## src/rtl/serial_add_pkg.sv

```systemverilog
// serial_add_pkg -- shared state encoding and width limits for the serial adder. Rev 1.0
`default_nettype none

package serial_add_pkg;

  typedef enum logic [1:0] {
    IDLE = 2'b00,
    RUN  = 2'b01,
    DONE = 2'b10
  } state_t;

  localparam int MIN_WIDTH = 2;
  localparam int MAX_WIDTH = 32;

endpackage

`default_nettype wire

```

## src/rtl/serial_fa_cell.sv

```systemverilog
// serial_fa_cell -- combinational full adder built from two half-adder stages. Rev 1.0
`default_nettype none

module serial_fa_cell (
  input  logic x,
  input  logic y,
  input  logic cin,
  output logic s,
  output logic co
);

  logic p;
  logic g1;
  logic g2;

  assign p  = x ^ y;
  assign g1 = x & y;
  assign s  = p ^ cin;
  assign g2 = p & cin;
  assign co = g1 | g2;

endmodule

`default_nettype wire

```

## src/rtl/serial_adder_ctrl.sv

```systemverilog
// serial_adder_ctrl -- LSB-first bit-serial adder with start/busy/done handshake.
// Defining SERIAL_SUB_EN adds the sub port (two's-complement A-B). Rev 1.0
`default_nettype none

module serial_adder_ctrl #(
  parameter int WIDTH = 8
) (
  input  logic             clk,
  input  logic             rst_n,
  input  logic             start,
  input  logic [WIDTH-1:0] a,
  input  logic [WIDTH-1:0] b,
`ifdef SERIAL_SUB_EN
  input  logic             sub,
`endif
  output logic             busy,
  output logic             done,
  output logic [WIDTH-1:0] sum,
  output logic             cout
);

  import serial_add_pkg::*;

  localparam int CW = $clog2(WIDTH);
  localparam logic [CW-1:0] LAST = CW'(WIDTH - 1);

  if (WIDTH < MIN_WIDTH || WIDTH > MAX_WIDTH) begin : g_width_check
    $error("serial_adder_ctrl: WIDTH out of range");
  end

  state_t           state;
  logic [WIDTH-1:0] areg;
  logic [WIDTH-1:0] breg;
  logic [WIDTH-1:0] res;
  logic             carry;
  logic [CW-1:0]    cnt;
  logic             fa_s;
  logic             fa_co;

  serial_fa_cell u_fa (
    .x   (areg[0]),
    .y   (breg[0]),
    .cin (carry),
    .s   (fa_s),
    .co  (fa_co)
  );

  always_ff @(posedge clk or negedge rst_n) begin
    if (!rst_n) begin
      state <= IDLE;
      areg  <= '0;
      breg  <= '0;
      res   <= '0;
      carry <= 1'b0;
      cnt   <= '0;
      busy  <= 1'b0;
      done  <= 1'b0;
      sum   <= '0;
      cout  <= 1'b0;
    end else begin
      done <= 1'b0;
      case (state)
        IDLE: begin
          if (start) begin
            areg  <= a;
`ifdef SERIAL_SUB_EN
            breg  <= sub ? ~b : b;
            carry <= sub;
`else
            breg  <= b;
            carry <= 1'b0;
`endif
            cnt   <= '0;
            busy  <= 1'b1;
            state <= RUN;
          end
        end
        RUN: begin
          carry <= fa_co;
          areg  <= areg >> 1;
          breg  <= breg >> 1;
          res   <= {fa_s, res[WIDTH-1:1]};
          // The bit produced on the last count completes the word: publish it directly.
          if (cnt == LAST) begin
            sum   <= {fa_s, res[WIDTH-1:1]};
            cout  <= fa_co;
            done  <= 1'b1;
            state <= DONE;
          end else begin
            cnt <= cnt + 1'b1;
          end
        end
        DONE: begin
          busy  <= 1'b0;
          state <= IDLE;
        end
        default: begin
          busy  <= 1'b0;
          state <= IDLE;
        end
      endcase
    end
  end

endmodule

`default_nettype wire
```

## config.mk

```make
export PLATFORM = sky130hd
export DESIGN_NAME = serial_adder_ctrl
export DESIGN_NICKNAME = d
export VERILOG_FILES = /design/src/rtl/serial_add_pkg.sv /design/src/rtl/serial_fa_cell.sv /design/src/rtl/serial_adder_ctrl.sv
export SDC_FILE = /design/constraint.sdc
export NUM_CORES = 1
export LEC_CHECK = 0
export CAP_MARGIN = 20
export CORE_MARGIN = 4
export CORE_UTILIZATION = 35
export CTS_CLUSTER_DIAMETER = 200
export DETAILED_ROUTE_END_ITERATION = 6
export HOLD_SLACK_MARGIN = 0.03
export PLACE_DENSITY = 0.58
export SETUP_SLACK_MARGIN = 0.02
export SLEW_MARGIN = 20
export SYNTH_ARGS = -nofsm -noshare
export SYNTH_HDL_FRONTEND = slang
export SYNTH_HIERARCHICAL = 1
export SYNTH_SLANG_ARGS = --single-unit
```

## constraint.sdc

```tcl
create_clock -name clk -period 2.1 [get_ports clk]
set_input_delay 0.525 -clock clk [delete_from_list [all_inputs] [get_ports clk]]
set_output_delay 0.525 -clock clk [all_outputs]
set_load 0.1 [all_outputs]
```

# [After elaboration in Yosys (flattened, before gate mapping)]
# Index checks and enable logic that the tools add are counted.
[word_totals] input_bits=19 ff_bits=41 out_inout_bits=11
[classes] bitwise_logic=6 n_reduce_logical=7 n_addsub=1 n_eq_ne=5 muxes=16
[op_table] op="$pmux W8 S2" n=2
[op_table] op="$mux W8" n=2
[op_table] op="$reduce_and A2 Y1" n=4
[op_table] op="$mux W3" n=2
[op_table] op="$ne A2 B2 Y1 const B" n=3
[op_table] op="$pmux W3 S2" n=1
[op_table] op="$mux W1" n=4
[op_table] op="$mux W2" n=2
[op_table] op="$pmux W1 S2" n=2
[op_table] op="$pmux W2 S2" n=1
[op_table] op="$add A3 B1 Y3 const B" n=1
[op_table] op="$eq A3 B3 Y1 const B" n=1
[op_table] op="$reduce_and A3 Y1" n=1
[op_table] op="$and A1 B1 Y1" n=2
[op_table] op="$eq A2 B1 Y1 const B" n=1
[op_table] op="$logic_not A2 Y1" n=1
[op_table] op="$reduce_bool A2 Y1" n=1
[op_table] op="$xor A1 B1 Y1" n=2
[op_table] op="$not A1 Y1" n=1
[op_table] op="$or A1 B1 Y1" n=1

# [Longest topological paths before layout]
[depth] word_depth=4 depth_mapped=6 ltp_nobuf=5

# [By module]
# The synthesis kept the hierarchy.
[modules_own_cells] module="serial_adder_ctrl" cells_each=152 area_each_um2=1726.7 n_inst=1
[modules_own_cells] module="serial_fa_cell" cells_each=1 area_each_um2=20.0 n_inst=1

# [Worst setup path before layout]
# OpenSTA, ideal clock, no wires.
[synth_path] kind="reg2reg" start="register cnt[0]" end="register sum[0]" path_stages_with_launch=6 arrival_ns=1.338 required_time_ns=1.974 setup_ns=0.126 setup_slack_ns=0.636 cell_sequence="dfrtp_1 -> ha_1 -> ha_1 -> nand2_8 -> inv_8 -> mux2_4"
[synth_between] elab_chain_cells=2
[synth_lines] item="start: declaration" line_no="serial_adder_ctrl.sv:36" rtl="logic [CW-1:0] cnt;"
[synth_lines] item="start signal: assignment" line_no="serial_adder_ctrl.sv:90" rtl="cnt <= cnt + 1'b1;"
[synth_lines] item="$eq A3 B3 Y1" line_no="serial_adder_ctrl.sv:84" rtl="if (cnt == LAST) begin"
[synth_lines] item="$reduce_and A2 Y1 (no source line)"
[synth_lines] item="end signal: assignment" line_no="serial_adder_ctrl.sv:85" rtl="sum <= {fa_s, res[WIDTH-1:1]};"
[synth_lines] item="end: declaration" line_no="serial_adder_ctrl.sv:18" rtl="output logic [WIDTH-1:0] sum,"
# Every way passes these cells.
# A chain may end at the register's enable or synchronous reset.

# [Final worst setup path]
[layout_path] start="register cnt[0]" end="register sum[7]"
# The elaborated chain is that of the path after synthesis.

==> impl_metrics.json <==
{
  "cts_tree": "yes",
  "core_um2": 4790,
  "muxShareOfSynthArea_pct": 7.74,
  "cts.sinks": 40,
  "place.gp.congestion": 0.785,
  "cts_resized": 0,
  "syn_area_um2": 1750,
  "n_fill_cell": 437,
  "cp.required_ns": 2.28,
  "drc": 0,
  "die_w_um": 78.6,
  "drive_above_1_share_pct": 18.9,
  "synth_xor_area_share_pct": 0,
  "vias": 1297,
  "worst-path-buf-inv": 1,
  "outcome": "completed",
  "synth_cells": 153,
  "yosys_warnings": 6,
  "dr.first_iter.drc_count": 84,
  "critPathSlowestCell": "dfrtp_1",
  "ys_ff_latch": 40,
  "avgSynthCellArea_um2": 11.4,
  "seq_area_frac_synth_pct": 57.3,
  "die_area_um2": 6190,
  "p_leak_nw": 0.983,
  "grt_pass1_vias": 1306,
  "ant_nets": 0,
  "layout_commonest_cell": "dfrtp_1",
  "r2r_slack_ns": 0.51,
  "crit_family": "adder cells",
  "fin_setup_tns_ns": 0,
  "cp.arrival_ns": 1.77,
  "worstMarginPinSlew_ns": 0.543,
  "antenna_found_initial": 0,
  "final_util_pct": 45.2,
  "synth-async-reset-ratio_pct": 100,
  "cts_buffers": 5,
  "synthSimpleGateAreaFrac_pct": 8.95,
  "avgViaCountPerCell": 5.15,
  "fmax_mhz": 629,
  "cp_common_cell": "ha_1",
  "finalCritPeriodShare_pct": 75.7,
  "htreeDepth": 2,
  "rsz0062_at_grt": "no",
  "post_cts_buffers": 0,
  "clock_path_buffers": 2,
  "routedWlPerCell_um": 14.1,
  "final-setup-viol-count": 0,
  "skew_ns": 0.00861,
  "syn_to_final_growth_pct": 23.9,
  "ys_types": 26,
  "synth_compound_area_share_pct": 19.2,
  "fp-row-count": 25,
  "grt_max_degree": 23,
  "endpoint_kind": "flip-flop",
  "ios": 30,
  "crit_chain": "ha_1 -> ha_1 -> nand2_8 -> inv_8 -> mux2_4",
  "clkTransAtPathRegs_ns": 0.08,
  "synthAdderAreaFrac_pct": 2.58,
  "max_cap_viol_count": 0,
  "initial_utilization_pct": 36.5,
  "cp_slowest_stage_delay_ns": 0.40,
  "synth_nets": 175,
  "startpoint_type": "flip-flop",
  "routed_wl_um": 3550,
  "place_hpwl_um": 2530,
  "holdWs_ns": 0.197,
  "ctsHoldBuffers": 0,
  "drv_slew": 0,
  "hold_path.class": "in -> async",
  "crit_type": "reg -> reg",
  "critPathMaxFanout": 7,
  "peakVddDrop_mv": 0.675,
  "dieHeight_um": 78.6,
  "cellPowerDensity_nw_per_um2": 1750,
  "final_cell_area_um2": 2160,
  "final_cell_mix": "40 x dfrtp_1, 28 x o22ai_1, 23 x nand2_1",
  "layout.nets": 207,
  "clock_latency_ns": 0.29,
  "diodes": 0,
  "synth-edff-count": 0,
  "overflow": 0,
  "slew_headroom_pct": 63.6,
  "dr.pass1.iters": 4,
  "hold_viol": 0,
  "portBuffers": 29,
  "clockRootBuffer": "clkbuf_8",
  "placed_area_um2": 2090,
  "fin_crit_ns": 1.59,
  "grt_usage_pct": 12.5,
  "synth_top_family_by_area": "compound AO/OA/AOI/OAI gates",
  "synth_flop_cell": "dfrtp_1",
  "grt_pass1_wl_um": 6110
}
Yosys cell counts (all sizes together), types with 2 or more instances:
cell type   n  share of area (%)
o2bb2ai     3                1.5
nor2b       2                1.1
a21oi      17                4.9
buf         8                2.7
o21ai       5                1.4
dfrtp      40                 57
ha          2                1.4
nand2      24                6.1
o22ai      28                 10
a22oi       2               0.86
inv         3                1.1
nor2        3               0.64
mux2        9                7.7
worst reg2reg max path, cell delays in order (launching register included):
cell,delay [ns]
dfrtp_1,0.40
ha_1,0.17
ha_1,0.37
nand2_8,0.14
inv_8,0.11
mux2_4,0.29
cell type report:
class                   count  area (um2)  share of cell area [%]
clock inverters             1        5.00                   0.231
inverters                   4        22.5                    1.04
well taps                  67        83.8                    3.87
multi-input cells         100         672                    31.0
flip-flops and latches     40        1000                    46.2
clock buffers               6        72.6                    3.35
repair buffers             34         308                    14.2
flip-flops by register name, summed over array words and instances (netlist names):
register / flops
areg: 8
breg: 8
busy: 1
carry: 1
cnt: 3
cout: 1
done: 1
res: 7
state: 2
sum: 8
report_power, final:
part	switching, mW	internal (mW)
Sequential	0.281	1.13
Combinational	1.25	0.651
Clock	0.252	0.226
Total	1.79	2.01
cells by family (layout without fill, tap and decap cells):
kind of cell / Yosys count / in the layout
flip-flops: 40 / 40
buffers and inverters: 13 / 45
multiplexers: 9 / 9
AND/OR/NAND/NOR: 32 / 32
adder cells (fa/ha/maj): 3 / 3
AO/OA/AOI/OAI: 56 / 56
final timing paths:
kind | start | endpoint | depth (start not counted)
max | cnt[0]$_DFFE_PN0P_ | sum[7]$_DFFE_PN0P_ | 5
min | rst_n | sum[2]$_DFFE_PN0P_ | 1
max reg2reg | cnt[0]$_DFFE_PN0P_ | sum[7]$_DFFE_PN0P_ | 5
min reg2reg | res[1]$_DFFE_PN0N_ | res[1]$_DFFE_PN0N_ | 2
max in group asynchronous | rst_n | breg[7]$_DFFE_PN0P_ | 2
min in group clk | res[1]$_DFFE_PN0N_ | res[1]$_DFFE_PN0N_ | 2
per-stage QoR:
stage | power (mW) | std cells | worst slack, ns
floorplan | 2.91 | 153 | 0.636
global placement | 3.28 | 245 | 0.306
detailed placement | 3.34 | 245 | 0.292
CTS | 3.82 | 252 | 0.495
global route | 4.06 | 252 | 0.434
finish | 3.80 | 252 | 0.510
layer usage:
layer	part of all wire (%)	wire length (um)	global-route usage, %
met5	0	0	0
met4	1.5	54	5.07
met3	7.2	256	4.13
met2	45	1580	18.2
met1	47	1650	17.0
No activity file was read; power rests on OpenSTA's default activity.
==> RTL change, RTL diff (config.mk and constraints unchanged) <==
Encoding of `state_t`: now one-hot (3 bits for 3 states).
--- a/src/rtl/serial_add_pkg.sv
+++ b/src/rtl/serial_add_pkg.sv
@@ -3,10 +3,10 @@
 
 package serial_add_pkg;
 
-  typedef enum logic [1:0] {
-    IDLE = 2'b00,
-    RUN  = 2'b01,
-    DONE = 2'b10
+  typedef enum logic [2:0] {
+    IDLE = 3'b001,
+    RUN  = 3'b010,
+    DONE = 3'b100
   } state_t;
 
   localparam int MIN_WIDTH = 2;
Formal check against the unedited RTL: no difference found for any inputs over 10 cycles, from zero or initial values and one cycle with rst_n low; not proved beyond that.
==> RTL change against the unedited design <==
- synthesized area shrank 1.2%
- highest routed layer unchanged
- cell area is 1.2% lower
- maximum frequency fell by 5.9%
- via count down 17%
- worst setup slack got worse by 0.10 ns
- count of clock-buffer cells in the layout grew 1
- hold slack improved by 0.096 ns
- sequential cell count up 1
- routed wire length down 18%
- clock skew up 0.0018 ns
- global-route usage is 1.9 points lower
- first-iteration DRC count shrank 69%
Power is not compared: it rests on default switching activity, and its combinational part moved more than twofold at a synthesized area within 25%.
==> RTL change: results (changes against the unedited design) <==
[synth]
ys_types = 26  ; unchanged
ys_top_cells_by_count = dfrtp_1, inv_1, mux2_2  ; was dfrtp_1, o22ai_1, nand2_1
syn-num-nets = 153  ; was 175
synth_cells = 131  ; was 153
synth_area_leaders = dfrtp_1, mux2_2, o22ai_1, a21oi_2, inv_1  ; was dfrtp_1, o22ai_1, mux2_4, nand2_1, a21oi_1
yosysSeqAreaShare_pct = 59.5  ; was 57.3%

[critical_path]
r2r_setup_slack_ns = 0.41  ; was 0.51 ns
path_class = flop to flop  ; unchanged
crit_fanout = 4  ; was 7
reg2regPathDepth = 5  ; unchanged
reg2reg_to = cnt[0]  ; was sum[7]

[global_routing]
antenna_found_initial = 0  ; unchanged
grt_pass1_wl_um = 5000  ; was 6110 µm
grt_pass1_vias = 1106  ; was 1306
gr-usage-all-layers_pct = 10.6  ; was 12.5%
grt_max_degree = 42  ; was 23

[detailed_routing]
viasPerCell = 4.64  ; was 5.15
drt_iter0_markers = 26  ; was 84
drt-total-wl_um = 2920  ; was 3550 µm
drtPass1Iterations = 4  ; unchanged

[layout]
top_regs = areg: 8 flops, breg: 8 flops, sum: 8 flops  ; unchanged
layout.nets = 187  ; was 207
n_fill_cell = 462  ; was 437
fin_cells = 233  ; was 252
layout-drive-gt1-share_pct = 32.5  ; was 18.9%

[timing]
slew_headroom_pct = 66.4  ; was 63.6%
skew_ns = 0.0104  ; was 0.00861 ns

[placement]
dpl_cell_area_um2 = 2050  ; was 2090 µm²
dp_hpwl_um = 2030  ; was 2530 µm
gp_congestion = 0.728  ; was 0.785
post-place-ws_ns = 0.308  ; was 0.292 ns

[clocking]
cts_buffers = 5  ; unchanged

[status]
status = finished clean  ; unchanged

==> RTL change: changes by cell type after synthesis, moves of 4 or more <==
cell     delta
nand2_1    -22
mux2_2     +17
inv_1      +15
o22ai_1    -14
a21oi_1    -12
a21oi_2     +9
mux2_4      -9
buf_2       -4
o21ai_0     -4
==> RTL change: area by class of cell <==
cell class / instances / share of cell area [%]
clock buffers: 7 / 4.04
well taps: 67 / 3.92
clock inverters: 1 / 0.351
flip-flops and latches: 41 / 48.0
inverters: 17 / 2.98
multi-input cells: 66 / 26.9
repair buffers: 34 / 13.8
==> RTL change: how the worst max path moves through the flow <==
stage	endpoint	slack (ns)	cells after the start
detailed placement	cnt[0]	0.31	4
CTS	cnt[0]	0.38	5
global placement	cnt[0]	0.33	4
global route	cnt[0]	0.26	5
floorplan	cnt[0]	0.38	5
finish	cnt[0]	0.41	5
==> RTL change: cell families after synthesis <==
| family | after synthesis | share of synthesized area, % |
|---|---|---|
| flops | 41 | 59.5 |
| compound gates | 34 | 13.9 |
| xor+xnor | 1 | 0.508 |
| buf+inv | 24 | 7.11 |
| fa+ha+maj | 3 | 2.61 |
| simple gates | 11 | 5.22 |
| mux | 17 | 11.1 |
==> RTL change: critical path: stages (launching register included) <==
cell and delay, ns:
dfrtp_1 0.40, ha_1 0.20, ha_1 0.19, nor4b_1 0.36, nor2_1 0.15, mux2_2 0.29
==> RTL change: layer usage <==
layer	part of all wire, %	routed length (µm)	vias to the layer above	GRT usage (%)
met5	0	0	-	0
met4	1.2	35	0	3.15
met3	6.3	183	4	5.05
met2	45	1310	28	15.5
met1	48	1390	523	14.0
li1	-	-	526	-
==> RTL change: stage by stage <==
stage | util, % | hold WS [ns]
6_report | 45.0 | 0.292
2_1_floorplan | - | 0.229
4_1_cts | 45.0 | 0.306
3_3_place_gp | 43.0 | 0.486
3_5_place_dp | 43.0 | 0.491
5_1_grt | 45.0 | 0.325
==> RTL change: report_power, final <==
group	total [µW]	switching (µW)	internal [µW]
Combinational	849	458	391
Clock	523	256	267
Sequential	1230	167	1070
Total	2600	881	1720
